**src/rtl/gsim_param.sv**
```systemverilog
// Iterative Gauss-Seidel solver for the banded symmetric Toeplitz system (-1, 6, -13, 20, -13, 6, -1).
// Optional early convergence exit is enabled by defining GSIM_EARLY_EXIT_EN.
module gsim_param #(
  parameter int N       = 16,
  parameter int B_WIDTH = 16,
  parameter int X_WIDTH = 32,
  parameter int X_FRAC  = 16,
  parameter int ITER_W  = 10
) (
  input  logic                      clk,
  input  logic                      reset,
  input  logic                      in_en,
  input  logic signed [B_WIDTH-1:0] b_in,
  input  logic        [ITER_W-1:0]  iter_max,
  input  logic        [X_WIDTH-1:0] tol_in,
  output logic                      busy,
  output logic                      out_valid,
  output logic signed [X_WIDTH-1:0] x_out,
  output logic        [ITER_W-1:0]  iter_cnt
);

  localparam int IDX_W = $clog2(N);
  localparam int S_W   = X_WIDTH + 6;
  localparam int P_W   = S_W + 33;
  localparam int Q_W   = P_W - 32;
  localparam int D_W   = X_WIDTH + 1;

  localparam logic signed [S_W-1:0] C13   = S_W'(13);
  localparam logic signed [S_W-1:0] C6    = S_W'(6);
  localparam logic signed [P_W-1:0] RECIP = P_W'(64'h0CCC_CCCD);
  localparam logic signed [P_W-1:0] ROUND = P_W'(64'h8000_0000);
  localparam logic signed [Q_W-1:0] Q_MAX = Q_W'((64'sd1 <<< (X_WIDTH - 1)) - 64'sd1);
  localparam logic signed [Q_W-1:0] Q_MIN = -Q_MAX - Q_W'(1);

  typedef enum logic [1:0] {IDLE, LOAD, SWEEP, OUT} state_t;

  state_t state, state_d;

  logic        [IDX_W-1:0]   idx;
  logic        [IDX_W-1:0]   idx_inc;
  logic        [ITER_W-1:0]  sweep;
  logic        [ITER_W-1:0]  sweep_inc;
  logic        [ITER_W-1:0]  iter_eff;
  logic signed [B_WIDTH-1:0] b_mem [N];
  logic signed [X_WIDTH-1:0] x_mem [N];

  logic signed [X_WIDTH-1:0] xm [1:3];
  logic signed [X_WIDTH-1:0] xp [1:3];
  logic signed [S_W-1:0]     s_sum;
  logic signed [P_W-1:0]     prod;
  logic signed [Q_W-1:0]     q;
  logic signed [X_WIDTH-1:0] x_new;

  logic load_last, row_last, out_last, finish, converged;

  assign idx_inc   = idx + IDX_W'(1);
  assign sweep_inc = sweep + ITER_W'(1);
  assign load_last = (idx == IDX_W'(N - 1));
  assign row_last  = load_last;
  assign out_last  = load_last;
  assign finish    = (sweep_inc == iter_eff) || converged;

  // NOTE: every signal written in always_comb gets a default first, so no path can infer a latch.
  always_comb begin
    for (int k = 1; k <= 3; k++) begin
      xm[k] = '0;
      xp[k] = '0;
      if (int'(idx) - k >= 0) xm[k] = x_mem[IDX_W'(int'(idx) - k)];
      if (int'(idx) + k < N)  xp[k] = x_mem[IDX_W'(int'(idx) + k)];
    end
  end

  // Row update: S / 20 via a rounded fixed-point reciprocal, then clamp to the x range.
  always_comb begin
    s_sum = (S_W'(b_mem[idx]) <<< X_FRAC)
          + C13 * (S_W'(xm[1]) + S_W'(xp[1]))
          - C6  * (S_W'(xm[2]) + S_W'(xp[2]))
          + S_W'(xm[3]) + S_W'(xp[3]);
    prod  = P_W'(s_sum) * RECIP + ROUND;
    q     = Q_W'(prod >>> 32);
    if (q > Q_MAX)      x_new = {1'b0, {(X_WIDTH - 1){1'b1}}};
    else if (q < Q_MIN) x_new = {1'b1, {(X_WIDTH - 1){1'b0}}};
    else                x_new = X_WIDTH'(q);
  end

`ifdef GSIM_EARLY_EXIT_EN
  logic        [X_WIDTH-1:0] tol_q;
  logic        [D_W-1:0]     max_d;
  logic        [D_W-1:0]     cur_d;
  logic        [D_W-1:0]     sweep_max;
  logic signed [D_W-1:0]     diff;

  always_comb begin
    diff      = D_W'(x_new) - D_W'(x_mem[idx]);
    cur_d     = diff[X_WIDTH] ? D_W'(-diff) : D_W'(diff);
    sweep_max = (cur_d > max_d) ? cur_d : max_d;
    converged = (sweep_max <= {1'b0, tol_q});
  end

  always_ff @(posedge clk or posedge reset) begin
    if (reset) begin
      tol_q <= '0;
      max_d <= '0;
    end else begin
      if (state == IDLE && in_en) tol_q <= tol_in;
      if (state == SWEEP) max_d <= row_last ? '0 : sweep_max;
      else                max_d <= '0;
    end
  end
`else
  logic tol_unused;
  assign tol_unused = ^tol_in;
  assign converged  = 1'b0;
`endif

  // NOTE: sequential state uses non-blocking assignments so every register samples pre-edge values.
  always_ff @(posedge clk or posedge reset) begin
    if (reset) state <= IDLE;
    else       state <= state_d;
  end

  always_comb begin
    state_d = state;
    unique case (state)
      IDLE:  if (in_en) state_d = LOAD;
      LOAD:  if (!in_en) state_d = IDLE;
             else if (load_last) state_d = SWEEP;
      SWEEP: if (row_last && finish) state_d = OUT;
      OUT:   if (out_last) state_d = IDLE;
      default: state_d = IDLE;
    endcase
  end

  // NOTE: the b buffer is fully rewritten before every use, so it carries no reset.
  always_ff @(posedge clk) begin
    if ((state == IDLE || state == LOAD) && in_en) b_mem[idx] <= b_in;
  end

  always_ff @(posedge clk or posedge reset) begin
    if (reset) begin
      idx       <= '0;
      sweep     <= '0;
      iter_eff  <= '0;
      busy      <= 1'b0;
      out_valid <= 1'b0;
      x_out     <= '0;
      iter_cnt  <= '0;
      for (int i = 0; i < N; i++) x_mem[i] <= '0;
    end else begin
      unique case (state)
        IDLE: begin
          if (in_en) begin
            idx      <= IDX_W'(1);
            iter_eff <= (iter_max == '0) ? ITER_W'(1) : iter_max;
            busy     <= 1'b1;
          end
        end
        LOAD: begin
          if (!in_en) begin
            idx  <= '0;
            busy <= 1'b0;
          end else if (load_last) begin
            idx   <= '0;
            sweep <= '0;
            for (int i = 0; i < N; i++) x_mem[i] <= '0;
          end else begin
            idx <= idx_inc;
          end
        end
        SWEEP: begin
          x_mem[idx] <= x_new;
          if (row_last) begin
            idx   <= '0;
            sweep <= sweep_inc;
            // The first output word leaves on the final update edge; row 0 is already final.
            if (finish) begin
              out_valid <= 1'b1;
              x_out     <= x_mem[0];
              iter_cnt  <= sweep_inc;
            end
          end else begin
            idx <= idx_inc;
          end
        end
        OUT: begin
          if (out_last) begin
            idx       <= '0;
            out_valid <= 1'b0;
            busy      <= 1'b0;
            x_out     <= '0;
          end else begin
            idx   <= idx_inc;
            x_out <= x_mem[idx_inc];
          end
        end
        default: ;
      endcase
    end
  end

endmodule

```
**config.mk**
```make
export PLATFORM = sky130hd
export DESIGN_NAME = gsim_param
export DESIGN_NICKNAME = d
export VERILOG_FILES = /design/src/rtl/gsim_param.sv
export SDC_FILE = /design/constraint.sdc
export NUM_CORES = 2
export LEC_CHECK = 0
export CAP_MARGIN = 20
export CORE_MARGIN = 5
export CORE_UTILIZATION = 50
export CTS_BUF_LIST = sky130_fd_sc_hd__clkbuf_2 sky130_fd_sc_hd__clkbuf_4 sky130_fd_sc_hd__clkbuf_8
export CTS_CLUSTER_DIAMETER = 100
export CTS_CLUSTER_SIZE = 10
export DETAILED_ROUTE_END_ITERATION = 10
export PLACE_DENSITY_LB_ADDON = 0.15
export SLEW_MARGIN = 20
export SYNTH_ARGS = -nofsm -noshare
export SYNTH_HDL_FRONTEND = slang
export SYNTH_SLANG_ARGS = --single-unit
```
**constraint.sdc**
```tcl
create_clock -name clk -period 59.4 [get_ports clk]
set_input_delay 5.94 -clock clk [delete_from_list [all_inputs] [get_ports clk]]
set_output_delay 5.94 -clock clk [all_outputs]
set_load 0.005 [all_outputs]
```
==> reports/metrics.cfg <==
[min_path]
hp-class=flip-flop to flip-flop
whs_path_depth=1
holdPathEnd=out_valid$_DFFE_PP0P_
min-delay-start=out_valid$_DFFE_PP0P_

[yosys]
synth-compound-area-share=0.126
postSynthAreaPerCell_um2=11.9
ys_seq_area_frac=0.282
async_reset_ff_frac=0.695
netlist.area_leader.share=0.184
synth.area.mux_share=0.183
synthXorXnorAreaFrac=0.0262
synthDistinctLibCells=98
ys_seq_elements=838
synthCells=6631
synth_fa_ha_area_frac=0.253
synthesis.area_um2=79000
ys_warn_count=0
synth-simple-area-share=0.0609
synth_area_leaders=dfrtp_1 (18%), mux4_2 (17%), fa_1 (15%)
yosysTopAreaCell=dfrtp_1
syn-num-nets=7924
ys.flop_type=dfrtp_1
synth_edf_count=256
synth_top_family_by_area=adder cells

[setup_path]
critPathArrivalTime_ps=24610
rrSetupSlack_ps=35550
path_buf_inv=14
startpoint_type=flip-flop
r2r_end=x_mem[197]$_DFFE_PP0P_
crit_fanout=192
cp_slowest_cell=ha_4
worst_r2r_path_depth=69
max_stage_delay_ps=840
r2r-start=idx[1]$_DFFE_PP0N_
critPathKind=flip-flop to flip-flop
worstPathRequired_ps=60160
crit_family=compound AO/OA/AOI/OAI gates
crit_top_cell=ha_1
cp-end-kind=flip-flop

[timing]
fin_setup_tns_ps=0
clock_skew_ps=45.3
worst_slew_pin_slew_ps=1110
drv_slew=0
finalHoldViolCount=0
fin_crit_sh=0.402
rsz0062_at_grt=no
maxSlewHeadroom=0.257
clock.fmax_mhz=41.9
finalSetupViolCount=0
fin_crit_ps=23850
hold-worst-slack_ps=515

[clock_tree]
clock_latency_ps=850
cts_buffer_depth=3
clock_sinks=838
path_clk_slew_ps=80
root_buffer=clkbuf_8
post_cts_resized=0
cts_tree=done
h-tree-depth=3
cts_made_buffers=94
ctsHoldBuffers=0
post-cts-setup-buffer-count=0

[floorplanning]
core_um2=157000
die_h_um=407
dieWidth_um=407
floorplan.rows=145
dieArea_um2=166000
start_util=0.504
ios=105

[grt]
antenna_found_initial=6
grt_max_degree=193
grt_pass1_vias=58400
grt_overflow=0
grt_pass1_wl_um=381000
track_usage=0.307

[routing]
drt-total-wl_um=257000
avgViaCountPerCell=6.70
drtPass1Iterations=6
antenna_left=0
wl_per_cell_um=30.0
drt_iter0_drc=6763
vias=57400
route.detailed.drc=0

[run_status]
status=finished, final reports clean

[placed_design]
numPortBuffers=72
gp_routability_congestion=0.929
dp_hpwl_um=180000

[layout]
syn_to_final_growth_pct=5.53
drive_gt1_frac=0.150
final_nets=7761

[job]
cap_violations=0

[through the flow]
stage	std cells	worst slack, ps	util	cell area (µm²)
CTS	8565	35700	0.532	83300
detailed placement	8430	35810	0.522	81700
floorplan	6631	37180	-	79000
finish	8569	35550	0.532	83300
global route	8566	34470	0.532	83300
global placement	8430	35870	0.522	81700
[Yosys cell counts, types with 7 or more instances]
library cell  number
a21oi_1          242
o21bai_1          32
o311ai_0          18
clkbuf_1         290
o21a_1            15
nor2_1           219
dfrtp_1          582
nor2b_1           84
and2_1           134
xnor2_1          138
mux2i_1          105
or2_2              7
edfxtp_1         256
or3_1             12
a211o_1            7
a21o_1            93
o21ai_0          160
and3_1            29
o311ai_1          11
a211oi_1         140
buf_2             36
mux2_2            10
ha_1             624
nand2b_1          54
buf_6             44
a31oi_1           28
inv_1            883
mux4_2           590
nand4_1           22
fa_1             608
nor4b_1            7
a221oi_1           8
nor3_1            32
nand2_1          278
xor2_1            96
buf_1             68
o21ai_1            8
o31ai_1           10
a21boi_0          10
a32o_1           418
nand3_1           65
o211ai_1          16
a31o_2             8
clkbuf_2          21
[routing by layer]
metal,global-route usage,wire length [µm],up-vias
li1,-,-,24000
met4,0.108,10400,4
met3,0.0866,27500,546
met5,0,74,-
met1,0.415,102000,30000
met2,0.480,117000,2927
[cells by family (layout without fill, tap and decap cells)]
group	after synthesis	in the layout
XOR/XNOR	235	235
flip-flops	838	838
other	0	4
AND/OR/NAND/NOR	974	974
adder cells (fa/ha/maj)	1232	1232
AO/OA/AOI/OAI	1300	1300
multiplexers	706	706
buffers and inverters	1346	1222
[cells in the final DEF (no fill, tap or decap), types with 54 or more instances in the layout]
cell type,count
a211oi_1,140
a21o_1,93
a21oi_1,242
a32o_1,418
and2_1,119
buf_4,120
clkbuf_8,94
clkdlybuf4s50_1,72
dfrtp_1,578
edfxtp_1,256
fa_1,608
ha_1,622
inv_1,882
mux2i_1,105
mux4_2,590
nand2_1,277
nand2b_1,54
nand3_1,63
nor2_1,180
nor2b_1,84
o21ai_0,160
xnor2_1,133
xor2_1,90
[final cells by class]
class	instances	area, µm²
Antenna cell	4	10.0
Clock buffer	126	1530
Clock inverter	9	125
Fill cell	13500	73200
Inverter	886	3340
Multi-Input combinational cell	4447	51700
Sequential cell	838	22300
Tap cell	2058	2570
Timing Repair Buffer	201	1800
[registers in the layout (all words and copies together), names as in the netlist, named ones only]
signal / cells
x_out: 32
out_valid: 1
state: 1
idx: 4
sweep: 10
b_mem: 256
iter_eff: 10
busy: 1
iter_cnt: 10
x_mem: 512
[worst max path at each step]
| stage | startpoint | slack, ps | end | cells after the start |
|---|---|---|---|---|
| final | idx[1]$_DFFE_PP0N_ | 35550 | x_mem[197]$_DFFE_PP0P_ | 69 |
| after global routing | idx[0]$_DFFE_PP0N_ | 34470 | x_mem[78]$_DFFE_PP0P_ | 72 |
| after global placement | idx[1]$_DFFE_PP0N_ | 35870 | x_mem[427]$_DFFE_PP0P_ | 69 |
| after floorplan | reset | 37180 | async pin | 1 |
| after detailed placement | idx[1]$_DFFE_PP0N_ | 35810 | x_mem[49]$_DFFE_PP0P_ | 69 |
| after CTS | idx[1]$_DFFE_PP0N_ | 35700 | x_mem[49]$_DFFE_PP0P_ | 69 |
Power is not shown: default switching activity piles up to over one toggle a cycle in this logic, so the estimate is an artifact.
